File: src/rtl/fetch_align.sv
// rtl/fetch_align.sv - IFU fetch sequencer and halfword aligner
// Purpose: issues word-aligned fetches, buffers returned words as halfwords and
//          presents a 32-bit instruction window with its PC to the decompressor.
// Ports:   clk, rst_n (async active-low)
//          redirect_i/redirect_pc_i        : flush and restart fetch
//          req_valid_o/req_ready_i/req_addr_o : fetch request channel
//          resp_valid_i/resp_data_i        : fetched word, one per accepted request
//          instr_valid_o/instr_ready_i/instr_o/instr_pc_o/instr_compressed_o
//          perf_starve_o (only with FETCH_ALIGN_PERF_EN): saturating starve-cycle count
// Macro:   FETCH_ALIGN_PERF_EN enables the starvation performance counter.
module fetch_align #(
    parameter logic [31:0] RESET_PC = 32'h0000_0000,
    parameter int          BUF_HW   = 4
) (
    input  logic        clk,
    input  logic        rst_n,
    input  logic        redirect_i,
    input  logic [31:0] redirect_pc_i,
    output logic        req_valid_o,
    input  logic        req_ready_i,
    output logic [31:0] req_addr_o,
    input  logic        resp_valid_i,
    input  logic [31:0] resp_data_i,
    output logic        instr_valid_o,
    input  logic        instr_ready_i,
    output logic [31:0] instr_o,
    output logic [31:0] instr_pc_o,
    output logic        instr_compressed_o
`ifdef FETCH_ALIGN_PERF_EN
    ,
    output logic [31:0] perf_starve_o
`endif
);

    localparam int PW = $clog2(BUF_HW);
    localparam int CW = $clog2(BUF_HW + 1);
    localparam logic [PW-1:0] LAST_PTR = PW'(BUF_HW - 1);
    localparam logic [PW-1:0] PTR_ONE  = PW'(1);

    typedef enum logic [1:0] {
        S_RUN,
        S_WAIT,
        S_DISCARD
    } state_t;

    function automatic logic [PW-1:0] ptr_inc(input logic [PW-1:0] p);
        return (p == LAST_PTR) ? '0 : p + PTR_ONE;
    endfunction

    state_t        state_q, state_d;
    logic [31:0]   fetch_pc_q, fetch_pc_d;
    logic [31:0]   out_pc_q, out_pc_d;
    logic          drop_q, drop_d;
    logic          fetch_en_q;
    logic [PW-1:0] rd_ptr_q, rd_ptr_d, wr_ptr_q, wr_ptr_d;
    logic [CW-1:0] count_q, count_d;
    logic [15:0]   hw_mem [BUF_HW];

    logic [PW-1:0] rd_ptr_p1, wr_ptr_p1;
    logic [15:0]   hw0, hw1;
    logic          needs2, have1, have2, fire, accept;
    logic [1:0]    pop_n;
    logic [4:0]    room_need;
    logic          clear, push_en;

    assign rd_ptr_p1 = ptr_inc(rd_ptr_q);
    assign wr_ptr_p1 = ptr_inc(wr_ptr_q);
    assign hw0       = hw_mem[rd_ptr_q];
    assign hw1       = hw_mem[rd_ptr_p1];

    assign needs2 = (hw0[1:0] == 2'b11);
    assign have1  = (count_q != '0);
    assign have2  = (count_q >= CW'(2));

    assign instr_valid_o      = needs2 ? have2 : have1;
    assign instr_o            = {have2 ? hw1 : 16'h0, hw0};
    assign instr_pc_o         = out_pc_q;
    assign instr_compressed_o = ~needs2;

    assign fire  = instr_valid_o & instr_ready_i;
    assign pop_n = fire ? (needs2 ? 2'd2 : 2'd1) : 2'd0;

    // Space check uses the post-pop count so a word can be requested while the
    // consumer drains. In RUN nothing is pushed, so once true it stays true
    // and the request holds stable until accepted.
    assign room_need   = 5'(count_q) - 5'(pop_n) + 5'd2;
    assign req_valid_o = fetch_en_q && (state_q == S_RUN) && (room_need <= 5'(BUF_HW));
    assign req_addr_o  = fetch_pc_q;
    assign accept      = req_valid_o & req_ready_i;

    always_comb begin
        state_d    = state_q;
        fetch_pc_d = fetch_pc_q;
        out_pc_d   = out_pc_q;
        drop_d     = drop_q;
        clear      = 1'b0;
        push_en    = 1'b0;
        if (redirect_i) begin
            clear      = 1'b1;
            fetch_pc_d = redirect_pc_i & ~32'h3;
            out_pc_d   = redirect_pc_i & ~32'h1;
            drop_d     = redirect_pc_i[1];
            case (state_q)
                S_RUN:             state_d = accept ? S_DISCARD : S_RUN;
                // A response landing in the redirect cycle is the outstanding one.
                S_WAIT, S_DISCARD: state_d = resp_valid_i ? S_RUN : S_DISCARD;
                default:           state_d = S_RUN;
            endcase
        end else begin
            if (fire) begin
                out_pc_d = out_pc_q + (needs2 ? 32'd4 : 32'd2);
            end
            case (state_q)
                S_RUN: begin
                    if (accept) begin
                        state_d    = S_WAIT;
                        fetch_pc_d = fetch_pc_q + 32'd4;
                    end
                end
                S_WAIT: begin
                    if (resp_valid_i) begin
                        push_en = 1'b1;
                        drop_d  = 1'b0;
                        state_d = S_RUN;
                    end
                end
                S_DISCARD: begin
                    if (resp_valid_i) begin
                        state_d = S_RUN;
                    end
                end
                default: state_d = S_RUN;
            endcase
        end
    end

    // Halfword FIFO pointers; a drop_first response contributes only [31:16].
    always_comb begin
        rd_ptr_d = rd_ptr_q;
        wr_ptr_d = wr_ptr_q;
        count_d  = count_q;
        if (clear) begin
            rd_ptr_d = '0;
            wr_ptr_d = '0;
            count_d  = '0;
        end else begin
            case (pop_n)
                2'd1:    rd_ptr_d = rd_ptr_p1;
                2'd2:    rd_ptr_d = ptr_inc(rd_ptr_p1);
                default: rd_ptr_d = rd_ptr_q;
            endcase
            if (push_en) begin
                wr_ptr_d = drop_q ? wr_ptr_p1 : ptr_inc(wr_ptr_p1);
            end
            count_d = count_q - CW'(pop_n)
                    + (push_en ? (drop_q ? CW'(1) : CW'(2)) : CW'(0));
        end
    end

    always_ff @(posedge clk or negedge rst_n) begin
        if (!rst_n) begin
            state_q    <= S_RUN;
            fetch_pc_q <= RESET_PC & ~32'h3;
            out_pc_q   <= RESET_PC & ~32'h1;
            drop_q     <= RESET_PC[1];
            fetch_en_q <= 1'b0;
            rd_ptr_q   <= '0;
            wr_ptr_q   <= '0;
            count_q    <= '0;
            for (int i = 0; i < BUF_HW; i++) begin
                hw_mem[i] <= 16'h0;
            end
        end else begin
            state_q    <= state_d;
            fetch_pc_q <= fetch_pc_d;
            out_pc_q   <= out_pc_d;
            drop_q     <= drop_d;
            fetch_en_q <= 1'b1;
            rd_ptr_q   <= rd_ptr_d;
            wr_ptr_q   <= wr_ptr_d;
            count_q    <= count_d;
            if (push_en) begin
                if (drop_q) begin
                    hw_mem[wr_ptr_q] <= resp_data_i[31:16];
                end else begin
                    hw_mem[wr_ptr_q]  <= resp_data_i[15:0];
                    hw_mem[wr_ptr_p1] <= resp_data_i[31:16];
                end
            end
        end
    end

`ifdef FETCH_ALIGN_PERF_EN
    logic [31:0] starve_q;
    always_ff @(posedge clk or negedge rst_n) begin
        if (!rst_n) begin
            starve_q <= 32'h0;
        end else if (!instr_valid_o && !redirect_i && (state_q != S_DISCARD)
                     && (starve_q != 32'hFFFF_FFFF)) begin
            starve_q <= starve_q + 32'd1;
        end
    end
    assign perf_starve_o = starve_q;
`endif

`ifndef SYNTHESIS
    // A response for a request issued before reset may still land after
    // release; tolerate it until this block accepts its own first request.
    logic boot_grace_q;
    always_ff @(posedge clk or negedge rst_n) begin
        if (!rst_n) begin
            boot_grace_q <= 1'b1;
        end else if (accept) begin
            boot_grace_q <= 1'b0;
        end
    end

    resp_needs_outstanding: assert property (@(posedge clk) disable iff (!rst_n)
        !(resp_valid_i && (state_q == S_RUN) && !boot_grace_q));
`endif

endmodule

File: config.mk
export PLATFORM = sky130hd
export DESIGN_NAME = fetch_align
export DESIGN_NICKNAME = d
export VERILOG_FILES = /design/src/rtl/fetch_align.sv
export SDC_FILE = /design/constraint.sdc
export NUM_CORES = 1
export LEC_CHECK = 0
export ABC_AREA = 1
export CAP_MARGIN = 20
export CORE_MARGIN = 3
export CORE_UTILIZATION = 50
export CTS_BUF_LIST = sky130_fd_sc_hd__clkbuf_4 sky130_fd_sc_hd__clkbuf_8 sky130_fd_sc_hd__clkbuf_16
export DETAILED_ROUTE_END_ITERATION = 12
export HOLD_SLACK_MARGIN = 0.1
export PLACE_DENSITY = 0.76
export SLEW_MARGIN = 20
export SYNTH_ARGS = -nofsm -noshare
export SYNTH_HDL_FRONTEND = slang
export SYNTH_SLANG_ARGS = --single-unit
export TNS_END_PERCENT = 30
File: constraint.sdc
create_clock -name clk -period 5.37 [get_ports clk]
set_input_delay 1.611 -clock clk [delete_from_list [all_inputs] [get_ports clk]]
set_output_delay 1.611 -clock clk [all_outputs]
set_load 0.02 [all_outputs]
==> flow_summary.json <==
{
  "area_growth_pct": 23.6,
  "cts_inserted_buffers": 17,
  "viasPerCell": 5.61,
  "worst_clock_skew_ps": 10.1,
  "synth_edf_count": 0,
  "postRouteAntennaNets": 0,
  "hp-start": "instr_pc_o[1]",
  "max_slew_margin_pct": 33.8,
  "yosysUniqueCellTypes": 38,
  "min_to": "instr_pc_o[1]",
  "period_minus_slack_ps": 5210,
  "rrSetupSlack_ps": 1420,
  "synth-main-ff-cell": "dfrtp_1",
  "grt_pass1_wl_um": 54200,
  "place_area_um2": 11900,
  "wire_per_inst_um": 17.1,
  "io_buffer_count": 164,
  "peakVddDrop_v": 0.000339,
  "p_sw_w": 0.00349,
  "antenna_found_initial": 1,
  "max_freq_ghz": 0.192,
  "r2r_start": "rd_ptr_q[0]",
  "p_int_w": 0.00384,
  "required_ps": 3760,
  "drt_iter0_drc": 1163,
  "dp_cells": 1979,
  "die_height_um": 149,
  "wirelength_um": 34300,
  "p_leak_nw": 5.83,
  "yosysTopAreaCellShare_pct": 33.5,
  "p_sw_share_pct": 47.6,
  "crit_path_end_kind": "output pin",
  "dr_wl_met3_um": 3150,
  "cts_tree": "built",
  "root_buffer": "clkbuf_16",
  "ys_warn_count": 0,
  "h-tree-depth": 4,
  "final_area_um2": 12600,
  "clkPwrFrac_pct": 16.9,
  "slew_violations": 0,
  "instances_no_fill": 2012,
  "die_w_um": 149,
  "top_layer": "met5",
  "grt_pass1_vias": 10800,
  "worstSetupPathType": "reg2out",
  "r2r-end": "req_addr_o[6]",
  "antenna_cells": 0,
  "maxCapViolCount": 0,
  "drcViolationCount": 0,
  "clkTransAtPathRegs_ps": 60,
  "grt_use_total_pct": 30.8,
  "ios": 169,
  "wl_met2_um": 16200,
  "placementRows": 51,
  "netlist_area_um2": 10200,
  "critPathMaxFanout": 17,
  "status": "completed",
  "cts_buffer_depth": 2,
  "ys_seq_elements": 136,
  "drive_above_1_share_pct": 5.09,
  "async_reset_ff_share_pct": 100,
  "power_density_nw_per_um2": 583,
  "wl_met1_um": 13500,
  "p_comb_share_pct": 56.6,
  "dpl.hpwl_um": 23300,
  "yosysTopAreaCell": "dfrtp_1",
  "synth_cells": 1608,
  "synth_seq_area_share_pct": 33.5,
  "grt_max_degree": 79,
  "hold_path_depth": 2,
  "layout.nets": 1824,
  "ctsHoldBuffers": 0,
  "via_count": 11300,
  "dieArea_um2": 22100,
  "firstDrtPassIters": 6,
  "yosysMostFrequentCell": "nand2_1",
  "seqPwrFrac_pct": 26.6,
  "synth_area_per_cell_um2": 6.32,
  "cp-start-kind": "register",
  "finalHoldViolCount": 0,
  "setup_violations": 0,
  "ys_top_cells_by_count": "603 x nand2_1, 143 x nand3_1, 136 x dfrtp_1, 134 x o21ai_0, 125 x inv_1",
  "gp_congestion": 0.930,
  "initial_core_util_pct": 51.6,
  "clock_sinks": 136,
  "rr_worst_depth": 19,
  "hold_path_class": "reg2reg",
  "worstMarginPinSlew_ps": 993,
  "insertion_delay_ps": 430,
  "period_share_pct": 97.1,
  "ys_top_cells_by_area": "dfrtp_1 33%, nand2_1 22%, nand3_1 7.0%",
  "overflow": 0,
  "fp.coreArea_um2": 19700,
  "cp.arrival_ps": 3600,
  "rsz0062_at_grt": "no"
}
==> critical path, cell delays in order, from the launching register on <==
cell and delay (ps):
dfrtp_1 540, buf_4 300, ha_1 320, clkinv_1 610
a21oi_1 310, o21ai_0 130, a21oi_1 290, clkdlybuf4s50_1 670
==> final cells by class <==
type,count,area [um2]
clock buffers,18,439
clock inverters,14,170
fillers,1784,7150
inverters,131,494
multi-input cells,1257,5880
flip-flops and latches,136,3400
well taps,265,332
repair buffers,191,1840
==> power by group through the flow <==
stage               combinational, W  clock, W  sequential (W)
floorplan                    0.00239         0         0.00200
global placement             0.00399         0         0.00193
detailed placement           0.00407         0         0.00194
CTS                          0.00411   0.00124         0.00193
global route                 0.00454   0.00129         0.00200
finish                       0.00415   0.00123         0.00195
==> cells in the final DEF, fill, tap and decap left out, drive strengths merged <==
| cell | count |
|---|---|
| a211oi | 2 |
| a21oi | 124 |
| a22oi | 1 |
| and3 | 1 |
| buf | 30 |
| bufinv | 3 |
| clkbuf | 18 |
| clkdlybuf4s50 | 160 |
| clkinv | 5 |
| clkinvlp | 4 |
| conb | 4 |
| dfrtp | 136 |
| dlymetal6s2s | 1 |
| fa | 4 |
| ha | 16 |
| inv | 133 |
| nand2 | 608 |
| nand3 | 145 |
| nand3b | 21 |
| nand4 | 7 |
| nor2 | 118 |
| nor3 | 9 |
| o21ai | 154 |
| o22a | 11 |
| o22ai | 1 |
| o311ai | 1 |
| o31ai | 1 |
| xnor2 | 5 |
| xor2 | 24 |
==> logic make-up (layout without fill, tap and decap cells) <==
logic type	count (synthesis)	count (layout)	share of synthesized area [%]
flip-flops	136	136	33.5
adder cells (fa/ha/maj)	20	20	2.76
other	2	4	0.0739
AO/OA/AOI/OAI	295	295	15.2
AND/OR/NAND/NOR	909	909	37.0
buffers and inverters	217	354	8.96
XOR/XNOR	29	29	2.57
==> metrics by stage <==
step	utilization, %	setup TNS (ps)	hold slack [ps]	total power, W	setup slack (ps)
after floorplan	-	0	474	0.00439	451
after global placement	60.5	-445	492	0.00592	-445
after detailed placement	60.5	-475	493	0.00601	-475
after CTS	63.7	0	507	0.00728	4.24
after global routing	63.7	0	533	0.00784	25.2
final	63.7	0	504	0.00733	155
==> registers in the layout, indices dropped and copies added (netlist names) <==
signal and cells:
count_q 3, drop_q 1, fetch_en_q 1, hw_mem 64, instr_pc_o 31, rd_ptr_q 2, req_addr_o 30, state_q 2
wr_ptr_q 2
==> worst max-delay path by stage <==
stage,start,end,slack [ps],cells past startpoint
after detailed placement,instr_ready_i,req_valid_o,-470,10
after floorplan,instr_ready_i,req_valid_o,450,8
after global placement,instr_ready_i,req_valid_o,-450,10
after CTS,instr_ready_i,req_valid_o,4,13
after global routing,rd_ptr_q[0],instr_o[16],30,7
final,rd_ptr_q[0],instr_o[17],160,7
==> per-layer routing <==
layer / up-vias / GRT usage [%]
met5: - / 0
met4: 2 / 13.6
met3: 107 / 6.67
met2: 556 / 51.2
met1: 5188 / 38.6
li1: 5436 / -
==> what timing repair did <==
action,CTS,global route
resized for setup,8,3
setup endpoints to repair,1,1
setup buffers,0,1
cloned,0,0
No activity file was read; power rests on OpenSTA's default activity.
==> edit (same settings) <==
Re-encode `state_t` (3 states) as one-hot, 3 bits wide.
--- a/src/rtl/fetch_align.sv
+++ b/src/rtl/fetch_align.sv
@@ -37,10 +37,10 @@
     localparam logic [PW-1:0] LAST_PTR = PW'(BUF_HW - 1);
     localparam logic [PW-1:0] PTR_ONE  = PW'(1);
 
-    typedef enum logic [1:0] {
-        S_RUN,
-        S_WAIT,
-        S_DISCARD
+    typedef enum logic [2:0] {
+        S_RUN     = 3'b001,
+        S_WAIT    = 3'b010,
+        S_DISCARD = 3'b100
     } state_t;
 
     function automatic logic [PW-1:0] ptr_inc(input logic [PW-1:0] p);
Formal check against the unedited RTL: no difference found for any inputs over 4 cycles, from zero or initial values and one cycle with rst_n low; so few cycles prove little.
==> edit against the original RTL <==
Sequential cell count is 1 higher; die area is 0.99% higher; non-clock buffer count up 2; sequential power fell by 10%; wire length hardly changed; sequential share of layout area barely moved; maximum frequency up 0.21%; cell area is 0.88% higher; total power fell by 9.4%; synthesized area rose by 1.0%; synthesized cell count increased by 0.56%; combinational power fell by 14%; worst setup slack better by 0.011 ns; largest power group unchanged.
==> edit: results (changes against the original RTL) <==
[layout]
fillers=1818  ; was 1784
nFlopsAndLatches=137  ; was 136
nMultiInputCombCells=1265  ; was 1257
clkbuf_count=19  ; was 18
clock_cell_area_share_pct=5.09  ; was 4.85%
bufAreaShareNonClock_pct=14.7  ; was 14.6%
drive_gt1_share_pct=5.35  ; was 5.09%
multi_input_area_share_pct=46.6  ; was 46.8%

[grt]
use_met3_pct=6.72  ; was 6.67%
antenna_found_initial=0  ; was 1
grt_pass1_wl_mm=54.5  ; was 54.2 mm
met2_usage_pct=48.0  ; was 51.2%

[drt]
drt_iter0_drc=1001  ; was 1163
top_layer=met4  ; was met5
vias_per_cell=5.61  ; about the same

[min_path]
hp-start=hw_mem[19]  ; was instr_pc_o[1]

[setup_path]
worstPathMaxFanout=3  ; was 17
worstRegToRegCells=21  ; was 19

[synthesis]
ys_seq_area_share_pct=33.4  ; was 33.5%
synth-compound-area-share_pct=18.2  ; was 15.2%
synth_xor_area_share_pct=1.44  ; was 2.57%
ys_types=47  ; was 38
synth_commonest_cells=nand2_1, nor2_1, o21ai_0  ; was nand2_1, nand3_1, dfrtp_1

[placement]
post-place-ws_ns=-0.520  ; was -0.475 ns

[outcome]
status=finished, final reports clean  ; unchanged

==> edit: changes by cell type in the layout (fill, tap and decap cells not counted), sizes merged, moves of 4 or more <==
| cell | before | now |
|---|---|---|
| o22a | 11 | 0 |
| nand4 | 7 | 2 |
| nand2 | 608 | 602 |
| a21oi | 124 | 80 |
| o21bai | 0 | 4 |
| nor3 | 9 | 4 |
| o21ai | 154 | 195 |
| nor2 | 118 | 176 |
| o22ai | 1 | 14 |
| xor2 | 24 | 15 |
| o211ai | 0 | 43 |
| nand3 | 145 | 82 |
| xnor2 | 5 | 1 |
| inv | 133 | 129 |
==> edit: critical path: stages <==
cell and delay, ns:
dlygate4sd2_1 0.27, nand3_1 0.09, inv_1 0.05, ha_1 0.20
fa_1 0.51, inv_1 0.07, ha_1 0.28, nand2_1 0.07
nand3_1 0.08, nor2_2 0.11, nand2_1 0.07, inv_1 0.05
buf_4 0.13
